--- src/rtl/reg_file_pkg.sv ---
// Shared constants and types for the scoreboarded register file.
package reg_file_pkg;

  localparam int DEF_DATA_W = 32;
  localparam int DEF_ADDR_W = 5;

  // Address of the optionally hardwired-zero register.
  localparam int ZERO_ADDR  = 0;

  typedef logic [DEF_ADDR_W-1:0] reg_addr_t;
  typedef logic [DEF_DATA_W-1:0] reg_data_t;

endpackage : reg_file_pkg

--- src/rtl/reg_file_sb_scoreboard.sv ---
// Pending-bit scoreboard: tracks which registers await a producer,
// keeps a live population count and a sticky unclaimed-write flag.
module reg_file_sb_scoreboard
  import reg_file_pkg::*;
#(
  parameter int ADDR_W   = DEF_ADDR_W,
  parameter int NUM_RD   = 2,
  parameter int ZERO_REG = 1
) (
  input  logic                     clk,
  input  logic                     reset,
  input  logic                     i_we_eff,
  input  logic [ADDR_W-1:0]        i_wr_addr,
  input  logic                     i_claim_en,
  input  logic [ADDR_W-1:0]        i_claim_addr,
  input  logic [NUM_RD*ADDR_W-1:0] i_rd_addr,
  output logic [NUM_RD-1:0]        o_rd_pending,
  output logic [ADDR_W:0]          o_pending_cnt,
  output logic                     o_err_unclaimed
);

  localparam int NREGS = 2 ** ADDR_W;
  localparam logic [ADDR_W-1:0] ZADDR = ADDR_W'(ZERO_ADDR);

  logic [NREGS-1:0] r_pending;
  logic [NREGS-1:0] w_after_clr;
  logic [NREGS-1:0] w_pending_next;
  logic [ADDR_W:0]  r_cnt;
  logic             r_err;
  logic             w_claim_eff;
  logic             w_inc;
  logic             w_dec;

  // Claims on the hardwired-zero register are dropped.
  assign w_claim_eff = i_claim_en && !((ZERO_REG != 0) && (i_claim_addr == ZADDR));

  // Write clear is applied first, then the claim, so a same-address claim wins.
  always_comb begin
    w_after_clr = r_pending;
    if (i_we_eff) w_after_clr[i_wr_addr] = 1'b0;
    w_pending_next = w_after_clr;
    if (w_claim_eff) w_pending_next[i_claim_addr] = 1'b1;
  end

  // Count moves only on genuine 0->1 and 1->0 transitions of a bit.
  assign w_inc = w_claim_eff && !r_pending[i_claim_addr];
  assign w_dec = i_we_eff && r_pending[i_wr_addr] &&
                 !(w_claim_eff && (i_claim_addr == i_wr_addr));

  // Pending vector, population count and sticky error register.
  always_ff @(posedge clk) begin
    if (reset) begin
      r_pending <= '0;
      r_cnt     <= '0;
      r_err     <= 1'b0;
    end else begin
      r_pending <= w_pending_next;
      r_cnt     <= r_cnt + (ADDR_W+1)'(w_inc) - (ADDR_W+1)'(w_dec);
      if (i_we_eff && !r_pending[i_wr_addr]) r_err <= 1'b1;
    end
  end

  assign o_pending_cnt   = r_cnt;
  assign o_err_unclaimed = r_err;

  // Per-port lookup sees this cycle's write clear but not its claim:
  // the claimer is younger than any same-cycle reader.
  genvar gi;
  generate
    for (gi = 0; gi < NUM_RD; gi++) begin : g_lookup
      logic [ADDR_W-1:0] w_addr;
      logic              r_rd_pending;
      assign w_addr = i_rd_addr[gi*ADDR_W +: ADDR_W];

      // Registered pending flag for this read port.
      always_ff @(posedge clk) begin
        if (reset)
          r_rd_pending <= 1'b0;
        else if ((ZERO_REG != 0) && (w_addr == ZADDR))
          r_rd_pending <= 1'b0;
        else
          r_rd_pending <= w_after_clr[w_addr];
      end

      assign o_rd_pending[gi] = r_rd_pending;
    end
  endgenerate

endmodule : reg_file_sb_scoreboard

--- src/rtl/reg_file_sb.sv ---
// Register file with NUM_RD registered read ports, one write port,
// write-first bypass and a pending scoreboard for hazard detection.
module reg_file_sb
  import reg_file_pkg::*;
#(
  parameter int DATA_W   = DEF_DATA_W,
  parameter int ADDR_W   = DEF_ADDR_W,
  parameter int NUM_RD   = 2,
  parameter int ZERO_REG = 1
) (
  input  logic                     clk,
  input  logic                     reset,
  input  logic [NUM_RD*ADDR_W-1:0] rd_addr,
  output logic [NUM_RD*DATA_W-1:0] rd_data,
  output logic [NUM_RD-1:0]        rd_pending,
  input  logic                     we,
  input  logic [ADDR_W-1:0]        wr_addr,
  input  logic [DATA_W-1:0]        wr_data,
  input  logic                     claim_en,
  input  logic [ADDR_W-1:0]        claim_addr,
  output logic [ADDR_W:0]          pending_cnt,
  output logic                     err_unclaimed
);

  localparam int NREGS = 2 ** ADDR_W;
  localparam logic [ADDR_W-1:0] ZADDR = ADDR_W'(ZERO_ADDR);

  logic [DATA_W-1:0] r_mem [NREGS];
  logic              w_we_eff;

  // A write to the hardwired-zero register has no effect anywhere.
  assign w_we_eff = we && !((ZERO_REG != 0) && (wr_addr == ZADDR));

  // Storage array; cleared on reset so no output can carry X afterwards.
  always_ff @(posedge clk) begin
    if (reset) begin
      for (int k = 0; k < NREGS; k++) r_mem[k] <= '0;
    end else if (w_we_eff) begin
      r_mem[wr_addr] <= wr_data;
    end
  end

  genvar gi;
  generate
    for (gi = 0; gi < NUM_RD; gi++) begin : g_rd
      logic [ADDR_W-1:0] w_addr;
      logic [DATA_W-1:0] r_data;
      assign w_addr = rd_addr[gi*ADDR_W +: ADDR_W];

      // Registered read with write-first bypass of the same-cycle write.
      always_ff @(posedge clk) begin
        if (reset)
          r_data <= '0;
        else if ((ZERO_REG != 0) && (w_addr == ZADDR))
          r_data <= '0;
        else if (w_we_eff && (wr_addr == w_addr))
          r_data <= wr_data;
        else
          r_data <= r_mem[w_addr];
      end

      assign rd_data[gi*DATA_W +: DATA_W] = r_data;
    end
  endgenerate

  reg_file_sb_scoreboard #(
    .ADDR_W   (ADDR_W),
    .NUM_RD   (NUM_RD),
    .ZERO_REG (ZERO_REG)
  ) u_sb (
    .clk             (clk),
    .reset           (reset),
    .i_we_eff        (w_we_eff),
    .i_wr_addr       (wr_addr),
    .i_claim_en      (claim_en),
    .i_claim_addr    (claim_addr),
    .i_rd_addr       (rd_addr),
    .o_rd_pending    (rd_pending),
    .o_pending_cnt   (pending_cnt),
    .o_err_unclaimed (err_unclaimed)
  );

endmodule : reg_file_sb

--- config.mk ---
export PLATFORM = sky130hd
export DESIGN_NAME = reg_file_sb
export DESIGN_NICKNAME = d
export VERILOG_FILES = /design/src/rtl/reg_file_pkg.sv /design/src/rtl/reg_file_sb_scoreboard.sv /design/src/rtl/reg_file_sb.sv
export SDC_FILE = /design/constraint.sdc
export NUM_CORES = 2
export LEC_CHECK = 0
export ABC_AREA = 0
export ABC_CLOCK_PERIOD_IN_PS = 4300
export BUFFER_PORTS_ARGS = -buffer_cell sky130_fd_sc_hd__buf_2
export CAP_MARGIN = 20
export CORE_AREA = 2 2 332 334
export CTS_CLUSTER_DIAMETER = 40
export DETAILED_ROUTE_END_ITERATION = 12
export DIE_AREA = 0 0 334 336
export PLACE_DENSITY = 0.71
export SLEW_MARGIN = 20
export SYNTH_ARGS = -nofsm -noshare
export SYNTH_HDL_FRONTEND = slang
export SYNTH_SLANG_ARGS = --single-unit
--- constraint.sdc ---
create_clock -name clk -period 4.3 [get_ports clk]
set_input_delay 0 -clock clk [delete_from_list [all_inputs] [get_ports clk]]
set_output_delay 0 -clock clk [all_outputs]
set_load 0.02 [all_outputs]
==> results.py <==
metrics = {
    "place": {
        "placedCellCount": 5115,
        "gp_congestion": 0.898,
        "portBuffers": 128,
        "hpwl_um": 107000,
    },
    "synth": {
        "synth.distinct_cells": 66,
        "yosysMostFrequentCell": "edfxtp_1",
        "post-synth-top-area-cell": "edfxtp_1",
        "synth-main-ff-cell": "edfxtp_1",
        "synth-edff-count": 1024,
        "synth_cells": 3817,
        "synthTopCellsByCount": "edfxtp_1 (1024), and2_1 (996), mux4_2 (656)",
        "yosysWarningCount": 0,
        "synth_area_mm2": 0.0593,
        "ys_seq_area_share_pct": 55.4,
        "ys_async_sr_fraction_pct": 0,
        "ys_seq_elements": 1129,
        "synth_top_area_share_pct": 51.9,
        "synth.avg_cell_area_um2": 15.5,
        "yosys-top-cells-area": "edfxtp_1 (52%), mux4_2 (25%), and2_1 (11%)",
    },
    "global_routing": {
        "grt_max_degree": 103,
        "grt_pass1_vias": 37700,
        "track_usage_pct": 33.3,
        "grt_pass1_wl_um": 265000,
        "antenna_found_initial": 12,
        "overflow": 0,
    },
    "setup_path": {
        "r2r_end": "u_sb.o_pending_cnt[4]",
        "rrSetupSlack_ps": 1180,
        "max_stage_delay_ps": 480,
        "worstRegToRegCells": 15,
        "critPathArrivalTime_ps": 3740,
        "cpMaxStageDelayCell": "mux4_2",
        "critPathMaxFanout": 4,
        "critPathCaptureType": "flop",
        "cp_common_cell": "inv_1",
        "crit_type": "reg -> reg",
        "start_kind": "flop",
        "worstPathCellList": "mux4_2, nand3_1, nand4_1, a211oi_1, a311oi_1, ha_1, inv_1, ha_1, inv_1, fa_1, inv_1, a21o_1, a21oi_1, xor2_1, nor2_1",
        "crit_required_ps": 4920,
        "timing.rr.start": "u_sb.r_pending[27]",
    },
    "detailed_routing": {
        "vias": 37400,
        "route.detailed.drc": 0,
        "routed_wl_um": 185000,
        "drt_first_iter_violations": 6187,
        "vias_per_cell": 6.85,
        "drt-wirelength-per-cell_um": 33.9,
        "drt-pass1-iter-count": 5,
        "ant_nets": 0,
    },
    "sta": {
        "rsz0062_at_grt": "no",
        "max_freq_mhz": 320,
        "setup_violations": 0,
        "maxSlewViolCount": 0,
        "worstMarginPinSlew_ps": 1100,
        "slew_headroom_pct": 26.2,
        "fin_tns_setup_ps": 0,
        "finClkSkew_ps": 34.2,
        "fin_crit_ps": 3120,
        "holdWs_ps": 54.4,
        "final-hold-violation-count": 0,
        "period_share_pct": 72.6,
    },
    "clock_tree": {
        "cts.sinks": 1129,
        "cts_setup_buffers": 0,
        "cts_made_buffers": 156,
        "clock_latency_ps": 770,
        "path_clk_slew_ps": 50,
        "cts-root-buf": "clkbuf_16",
        "cts_buffer_depth": 3,
        "cts.repair.resized": 0,
        "cts_tree": "done",
        "h-tree-depth": 4,
        "holdBufCountCts": 47,
    },
    "cells_and_area": {
        "area_delta_synth_final_pct": 14.3,
        "fin_nets": 3969,
        "seqCellArea_mm2": 0.0329,
        "multi_input_area_mm2": 0.0253,
        "final_util_pct": 62.5,
        "fillers": 7609,
        "drive_gt1_share_pct": 30.8,
        "final_cells": 5453,
    },
    "power": {
        "ir_drop_mv": 0.339,
        "leakagePower_uw": 0.0234,
        "powerDensity_mw_per_mm2": 432,
        "power_uw": 29300,
    },
    "hold_path": {
        "min_path_type": "in -> reg",
        "hold_end": "u_sb.o_err_unclaimed",
        "hold_start": "wr_addr[3]",
        "min_path_cells": 5,
    },
    "floorplan": {
        "dieArea_mm2": 0.112,
        "die_x_um": 334,
        "core_mm2": 0.108,
        "num_io_pins": 129,
        "rows": 121,
        "start_util_pct": 54.7,
        "die_y_um": 336,
    },
    "outcome": {
        "outcome": "finished, final reports clean",
    },
    "job": {
        "max-cap-violations": 0,
    },
}
worst max-delay path, delay by kind of cell, from the launching register on:
kind                       cells  cell delay [ps]
AOI/OAI and AO/OA              4              640
xor gates and xnor gates       1              140
adders and majority gates      3              880
buffers and inverters          3              190
DFF                            1              320
muxes                          1              480
and+or+nand+nor                3              340
how the worst max path moves through the flow:
stage / startpoint / end / slack (ps) / depth (start not counted)
final: u_sb.r_pending[27] / u_sb.o_pending_cnt[4] / 1180 / 15
after global routing: u_sb.r_pending[11] / u_sb.o_pending_cnt[4] / 1030 / 15
after CTS: u_sb.r_pending[27] / u_sb.o_pending_cnt[4] / 1190 / 15
after detailed placement: wr_addr[0] / u_sb.o_pending_cnt[4] / 930 / 16
after global placement: wr_addr[0] / u_sb.o_pending_cnt[4] / 920 / 16
after floorplan: wr_addr[0] / u_sb.o_pending_cnt[4] / 1430 / 17
power by group:
group | switching (uW) | leakage [uW] | internal [uW] | total [uW]
Combinational | 1800 | 0.0102 | 1500 | 3300
Sequential | 326 | 0.0106 | 12600 | 13000
Clock | 5010 | 0.00256 | 8030 | 13000
Total | 7140 | 0.0234 | 22200 | 29300
state kept, by name, summed over array words and instances (netlist names):
signal,count
r_mem,1024
u_sb.o_pending_cnt,6
g_rd.r_data,64
u_sb.g_lookup.r_rd_pending,2
u_sb.o_err_unclaimed,1
u_sb.r_pending,32
final cells by class:
cell class / count / area share (%)
well taps: 1414 / 2.61
inverters: 16 / 0.0886
multi-input cells: 2296 / 37.3
flip-flops and latches: 1129 / 48.5
clock buffers: 196 / 6.29
repair buffers: 307 / 3.68
diodes: 4 / 0.0148
clock inverters: 91 / 1.49
kinds of logic (layout without fill, tap and decap cells):
kind of cell / count (synthesis) / after routing / synth area share [%]
AOI/OAI and AO/OA: 247 / 247 / 2.46
xor gates and xnor gates: 21 / 21 / 0.310
adders and majority gates: 7 / 7 / 0.160
buffers and inverters: 423 / 610 / 2.97
DFF: 1129 / 1129 / 55.4
muxes: 703 / 703 / 25.7
other: 1 / 36 / 0.00633
and+or+nand+nor: 1286 / 1286 / 12.9
routing by layer:
layer / vias to the layer above / routed length (um) / global-route usage (%)
met5: - / 27 / 0
met4: 4 / 7190 / 12.7
met3: 467 / 23800 / 8.47
met2: 2810 / 86900 / 51.8
met1: 19200 / 66800 / 45.7
li1: 14900 / - / -
placed cells by master, fill, tap and decap left out, drive strengths merged, types with 40 or more instances in the layout:
cell type / count
mux2i: 40
mux4: 656
clkinv: 44
and2: 996
a21oi: 105
o21ai: 63
buf: 260
dlygate4sd3: 47
clkbuf: 196
nor2: 85
nand2: 87
edfxtp: 1024
nor2b: 40
dfxtp: 105
metrics by stage:
stage / setup slack, ps / instance area, um^2
2_1_floorplan: 1430 / 59400
3_3_place_gp: 916 / 62000
3_5_place_dp: 926 / 62000
4_1_cts: 1190 / 67700
5_1_grt: 1030 / 67700
6_report: 1180 / 67800
(Power assumes the default switching activity.)
